===== src/rtl/seq_alu.sv =====
// seq_alu: handshaked eight-operation ALU with registered results and a
// multi-cycle shift-add multiplier. One operation is in flight at a time.
`default_nettype none

module seq_alu #(
  parameter int WIDTH = 8
) (
  input  logic               clk,
  input  logic               rst_n,
  input  logic               in_valid,
  output logic               in_ready,
  input  logic [WIDTH-1:0]   a,
  input  logic [WIDTH-1:0]   b,
  input  logic [2:0]         sel,
  output logic               out_valid,
  input  logic               out_ready,
  output logic [2*WIDTH-1:0] y,
  output logic               carry,
  output logic               zero
);

  localparam int SHW = $clog2(WIDTH);
  localparam int CW  = $clog2(WIDTH);
  localparam logic [CW-1:0] LAST_ITER = CW'(WIDTH - 1);

  localparam logic [1:0] IDLE = 2'd0;
  localparam logic [1:0] MUL  = 2'd1;
  localparam logic [1:0] DONE = 2'd2;

  localparam logic [2:0] OP_ADD = 3'b000;
  localparam logic [2:0] OP_SUB = 3'b001;
  localparam logic [2:0] OP_MUL = 3'b010;
  localparam logic [2:0] OP_AND = 3'b011;
  localparam logic [2:0] OP_OR  = 3'b100;
  localparam logic [2:0] OP_XNR = 3'b101;
  localparam logic [2:0] OP_NOT = 3'b110;
  localparam logic [2:0] OP_SHR = 3'b111;

  logic [1:0]         state;
  logic [2*WIDTH-1:0] mcand;
  logic [WIDTH-1:0]   mplier;
  logic [2*WIDTH-1:0] acc;
  logic [CW-1:0]      iter;

  logic [WIDTH:0]     sum;
  logic [WIDTH:0]     diff;
  logic [WIDTH-1:0]   narrow;
  logic [2*WIDTH-1:0] op_y;
  logic               op_c;
  logic [2*WIDTH-1:0] acc_next;

  assign in_ready = (state == IDLE) && rst_n;

  assign sum  = {1'b0, a} + {1'b0, b};
  assign diff = {1'b0, a} - {1'b0, b};

  // The borrow out of the WIDTH+1-bit difference is exactly a < b.
  always_comb begin
    narrow = '0;
    op_c   = 1'b0;
    op_y   = '0;
    case (sel)
      OP_ADD: begin
        op_y = {{(WIDTH-1){1'b0}}, sum};
        op_c = sum[WIDTH];
      end
      OP_SUB: begin
        narrow = diff[WIDTH-1:0];
        op_c   = diff[WIDTH];
      end
      OP_AND:  narrow = a & b;
      OP_OR:   narrow = a | b;
      OP_XNR:  narrow = ~(a ^ b);
      OP_NOT:  narrow = ~a;
      OP_SHR:  narrow = b >> a[SHW-1:0];
      default: narrow = '0;
    endcase
    if (sel != OP_ADD) begin
      op_y = {{WIDTH{1'b0}}, narrow};
    end
  end

  assign acc_next = mplier[0] ? (acc + mcand) : acc;

  always_ff @(posedge clk) begin
    if (!rst_n) begin
      state     <= IDLE;
      out_valid <= 1'b0;
      y         <= '0;
      carry     <= 1'b0;
      zero      <= 1'b0;
      mcand     <= '0;
      mplier    <= '0;
      acc       <= '0;
      iter      <= '0;
    end else begin
      case (state)
        IDLE: begin
          if (in_valid) begin
            if (sel == OP_MUL) begin
              mcand  <= {{WIDTH{1'b0}}, a};
              mplier <= b;
              acc    <= '0;
              iter   <= '0;
              state  <= MUL;
            end else begin
              y         <= op_y;
              carry     <= op_c;
              zero      <= (op_y == '0);
              out_valid <= 1'b1;
              state     <= DONE;
            end
          end
        end
        MUL: begin
          mcand  <= mcand << 1;
          mplier <= mplier >> 1;
          iter   <= iter + 1'b1;
          acc    <= acc_next;
          if (iter == LAST_ITER) begin
            y         <= acc_next;
            carry     <= 1'b0;
            zero      <= (acc_next == '0);
            out_valid <= 1'b1;
            state     <= DONE;
          end
        end
        DONE: begin
          if (out_ready) begin
            out_valid <= 1'b0;
            state     <= IDLE;
          end
        end
        default: begin
          out_valid <= 1'b0;
          state     <= IDLE;
        end
      endcase
    end
  end

endmodule

`default_nettype wire


===== config.mk =====
export PLATFORM = sky130hd
export DESIGN_NAME = seq_alu
export DESIGN_NICKNAME = d
export VERILOG_FILES = /design/src/rtl/seq_alu.sv
export SDC_FILE = /design/constraint.sdc
export NUM_CORES = 1
export LEC_CHECK = 0
export BUFFER_PORTS_ARGS = -buffer_cell sky130_fd_sc_hd__buf_2
export CAP_MARGIN = 0
export CORE_UTILIZATION = 52
export DETAILED_ROUTE_END_ITERATION = 12
export PLACE_DENSITY = 0.71
export SYNTH_ARGS = -nofsm -noshare
export SYNTH_HDL_FRONTEND = slang
export SYNTH_SLANG_ARGS = --single-unit

===== constraint.sdc =====
create_clock -name clk -period 3.48 [get_ports clk]
set_clock_uncertainty 0.15 [all_clocks]
set_input_delay 0.696 -clock clk [delete_from_list [all_inputs] [get_ports clk]]
set_output_delay 0.696 -clock clk [all_outputs]
set_load 0.02 [all_outputs]

* Yosys cells after proc, flatten, opt, wreduce, memory -nomap -nowiden *
Cells that the tools add are included.

cells by class
  bitwise gates (word level) = 5
  shifts and indexed selects = 1
  add/sub/neg operators = 4
  mux-type cells = 39
  equal/unequal tests = 15
  reduce and logical (&&, ||, !) cells = 11

operators by type and width
  kind                  number
  $mux W16              9
  $pmux W16 S2          3
  $pmux W8 S6           1
  $logic_not A16 Y1     2
  $add A16 B16 Y16      1
  $mux W8               2
  $not A8 Y8            2
  $pmux W8 S2           1
  $eq A3 B3 Y1 const B  5
  $mux W1               10
  $add A8 B8 Y9         1
  $mux W9               1
  $sub A8 B8 Y9         1
  $and A8 B8 Y8         1
  $mux W2               4
  $ne A2 B2 Y1 const B  4
  $or A8 B8 Y8          1
  $reduce_and A4 Y1     2
  $shr A8 B3 Y8         1
  $xor A8 B8 Y8         1
  $eq A3 B2 Y1 const B  2
  $mux W3               2
  $pmux W1 S2           3
  $pmux W2 S3           1
  other kinds (13)      14

word-level totals
  flip-flop bits (word level) = 64
  input port bits = 23
  word-level logic and storage cells = 84
  output and inout bits = 20

* Depth between registers and ports, before layout *
  depth in word-level cells = 8
  gate-level depth with buffers = 13
  mapped depth without buffers = 12

* Worst setup path after synthesis *
No wires, ideal clock.

  path type = input to register
  start point = in a[1]
  end point = reg zero
  stages on the path = 12
  setup slack = 0.516 ns
  setup time = 0.069 ns
  buffers on the path = 1
  arrival = 2.745 ns
  cell sequence = buf_2 > inv_1 > fa_1 > nor2b_1 > nor3_1 > a311oi_1 > nor2_1 > a311oi_1 > nand4_1 > nor4_1 > a32oi_1 > o21ai_1

between the ends
  word-level cells in the longest chain between the ends = 8

RTL lines
  what                                                                   RTL line  source
  from (decl)                                                            12        input logic [WIDTH-1:0] a,
  parallel branches: the longest is 3 deep, another holds $sub A8 B8 Y9  n/a
  $mux W16 (*)                                                           78        if (sel != OP_ADD) begin
  $logic_not A16 Y1 (*)                                                  109       zero <= (op_y == '0);
  $mux W1 (*)                                                            100       if (sel == OP_MUL) begin
  $mux W1 (*)                                                            99        if (in_valid) begin
  $pmux W1 S2 (*)                                                        97        case (state)
  to (signal assigned)                                                   109
  to (signal assigned)                                                   123       zero <= (acc_next == '0);
  to (decl)                                                              19        output logic zero

Every way passes the cells marked *. The select of a mux whose other input is x is not followed.
A chain may end at the register's enable or synchronous reset.

* Final worst setup path *
  start point = reg mcand[0]
  end point = reg zero

between the ends
  word-level cells in the longest chain between the ends = 5

RTL lines
  what                    RTL line  source
  from (decl)             40        logic [2*WIDTH-1:0] mcand;
  from (signal assigned)  101       mcand <= {{WIDTH{1'b0}}, a};
  from (signal assigned)  116       mcand <= mcand << 1;
  $add A16 B16 Y16        83        assign acc_next = mplier[0] ? (acc + mcand) : acc;
  $mux W16                83
  $logic_not A16 Y1       123
  $mux W1                 120       if (iter == LAST_ITER) begin
  $pmux W1 S2             97

Every way passes these cells. The select of a mux whose other input is x is not followed.

==> summary.txt <==
Logic synthesis
  – Post-synthesis area per instance: 8.16 um^2
  – Mapped Area: 4950 um^2
  – Synth Instances: 606
  – Synth async-reset ratio: 0%
  – Syn Nets: 673
  – Post-synth cell types: 65
  – Sequential area share after synthesis: 25.9%
  – Seq cells post-synth: 64
  – Number of synthesized flops with an enable pin: 0
  – Synth warnings: 0
  – Primary FF master, synth: dfxtp_1

Layout
  – Layout fillers: 834
  – Most frequent cells in the layout: nand2_1 (69), dfxtp_1 (64), buf_2 (42), ha_1 (41), a21oi_1 (36)
  – Nets@finish: 702
  – Fin cells: 768
  – Area growth, synth to finish: 10.9%
  – Reg area: 1280 um^2
  – Commonest non-fill, non-tap cell in the layout: nand2_1
  – Diode count: 0
  – Multi-input gate area: 3420 um^2
  – Layout cells sized above 1: 15.6%

Floorplan
  – Die Wd: 99.5 um
  – Starting Density: 53.5%
  – Ports: 43
  – Core Region: 9240 um^2
  – Die area: 9910 um^2
  – Die Ht: 99.5 um
  – Cell Rows: 35

Setup path
  – Crit Path Category: flop to flop
  – Startpoint types: flop
  – Slowest CP cell: or4_1
  – Critical path arrival: 3.39 ns
  – Crit path cell chain: ha_1 -> fa_1 -> a211oi_2 -> o21bai_1 -> o22ai_2 -> o211ai_1 -> a21oi_2 -> xnor2_1 -> mux2_2 -> or4_1 -> o21ai_1
  – CP Max Fanout: 4
  – CP required: 3.61 ns
  – CP Capture Type: flop
  – Slowest Stage Delay on Critical Path: 0.57 ns
  – R2r setup slk: 0.22 ns

Route
  – DR pass1 iterations: 5
  – Final ANT Viol Nets: 0
  – DRC errors left: 0
  – Iter 0 DRT Violations: 286
  – Via count: 4664
  – Final wirelength: 13.7 mm
  – Routed vias/inst: 6.07
  – Wire length per cell: 17.8 um

STA
  – Final Max Tran Viols: 0
  – Setup violators final: 0
  – Final worst path period share: 93.6%
  – Minimum clock period: 3.26 ns
  – Rel. slew slack: 60.0%
  – Setup TNS: 0 ns
  – Max frequency: 307 MHz
  – Fin. Hold Viols: 0
  – RSZ-0062 raised after global routing: no
  – Measured slew at the worst slew-check pin: 0.600 ns

Clocking
  – CTS Hold Buffers Added: 0
  – Clock transition at path regs: 0.08 ns
  – Clk buf depth: 2
  – Setup Buffers After CTS: 0
  – TritonCTS buffer count: 9
  – Clk sinks: 64
  – CTS tree: built
  – Post-CTS Resized: 0
  – Clk_lat worst skew: 0.36 ns
  – H-tree depth: 3
  – Clock root cell: clkbuf_8

Job
  – Max cap viols: 0

Placement
  – I/O Buffers: 42
  – Gpl congestion: 0.927
  – Hpwl dp: 10.1 mm
  – Placed Cells: 753

Global route
  – Vias in the first global route: 4415
  – Total GRT Usage: 28.4%
  – First-pass GRT wire length: 22.0 mm
  – GRT overflow: 0
  – Largest net degree at the start of global routing: 44
  – Initial antenna violation count: 0

Power and ir drop
  – Static leakage: 2.47 nW
  – Peak VDD IR: 0.000182 V
  – PwrDens: 333 nW/um^2

Run status
  – Status: complete, no violations

Min path
  – Type of the worst min-delay path: flop to flop
synth_stat cells, types with 7 or more instances:
master | number | area (um^2)
a21boi_0 | 12 | 90.1
a21oi_1 | 36 | 180
a22oi_1 | 17 | 128
and2_1 | 8 | 50.1
clkbuf_1 | 32 | 120
dfxtp_1 | 64 | 1280
ha_1 | 41 | 513
inv_1 | 28 | 105
mux2_2 | 8 | 90.1
mux2i_1 | 16 | 160
nand2_1 | 69 | 259
nand2b_1 | 7 | 43.8
nand3_1 | 12 | 60.1
nor2_1 | 31 | 116
nor2b_1 | 32 | 200
nor3_1 | 8 | 40.0
o211a_1 | 16 | 160
o211ai_1 | 18 | 135
o21ai_0 | 25 | 125
o21bai_1 | 7 | 52.6
xnor2_1 | 9 | 78.8
cell families after synthesis:
family                     share of synthesized area, %
AOI/OAI and AO/OA                                  29.5
xor gates and xnor gates                           2.66
adders and majority gates                          11.6
buffers and inverters                              5.21
DFF                                                25.9
muxes                                              6.88
and+or+nand+nor                                    18.3
final timing paths:
check                                           start  cells past startpoint                end
worst max register to register  mcand[0]$_SDFFE_PN0P_                     11  zero$_SDFFE_PN0P_
worst min-delay path                y[9]$_SDFFE_PN0P_                      2  y[9]$_SDFFE_PN0P_
worst min register to register      y[9]$_SDFFE_PN0P_                      2  y[9]$_SDFFE_PN0P_
worst max-delay path            mcand[0]$_SDFFE_PN0P_                     11  zero$_SDFFE_PN0P_
registers in the layout, indices dropped and copies added, names as in the netlist:
| signal | cells |
|---|---|
| acc | 16 |
| carry | 1 |
| iter | 3 |
| mcand | 16 |
| mplier | 8 |
| out_valid | 1 |
| state | 2 |
| y | 16 |
| zero | 1 |
stage by stage:
| stage | area [um^2] | total power, mW | utilization [%] | worst slack [ns] | hold slack (ns) |
|---|---|---|---|---|---|
| 2_1_floorplan | 4950 | 1.05 | - | 0.516 | 0.291 |
| 3_3_place_gp | 5290 | 1.17 | 57.2 | 0.250 | 0.297 |
| 3_5_place_dp | 5290 | 1.17 | 57.2 | 0.123 | 0.316 |
| 4_1_cts | 5480 | 1.82 | 59.3 | 0.254 | 0.324 |
| 5_1_grt | 5480 | 1.90 | 59.3 | 0.0467 | 0.354 |
| 6_report | 5480 | 1.82 | 59.3 | 0.222 | 0.319 |
report_power, final:
part / leakage (nW) / total [mW] / internal (mW) / switching [mW]
clock network: 0.0904 / 0.664 / 0.345 / 0.319
logic: 1.86 / 0.389 / 0.154 / 0.235
registers: 0.518 / 0.771 / 0.753 / 0.0182
total: 2.47 / 1.82 / 1.25 / 0.572
worst max-delay path: cells and delay by family, from the launching register on:
family / cells / cell delay (ns)
xor gates and xnor gates: 1 / 0.07
muxes: 1 / 0.28
DFF: 1 / 0.34
adders and majority gates: 2 / 0.71
and+or+nand+nor: 1 / 0.57
AOI/OAI and AO/OA: 6 / 1.07
final cells by class:
type | count | area share, %
Clock inverter | 5 | 1.05
Timing Repair Buffer | 57 | 5.89
Tap cell | 129 | 2.94
Sequential cell | 64 | 23.4
Multi-Input combinational cell | 475 | 62.3
Inverter | 28 | 1.92
Clock buffer | 10 | 2.51
layer usage:
layer,wire length [um],global-route usage [%]
met5,0,0
met4,289,10.1
met3,732,4.22
met2,6460,48.1
met1,6180,36.6
Note: power is estimated with default switching activity, not from simulation.
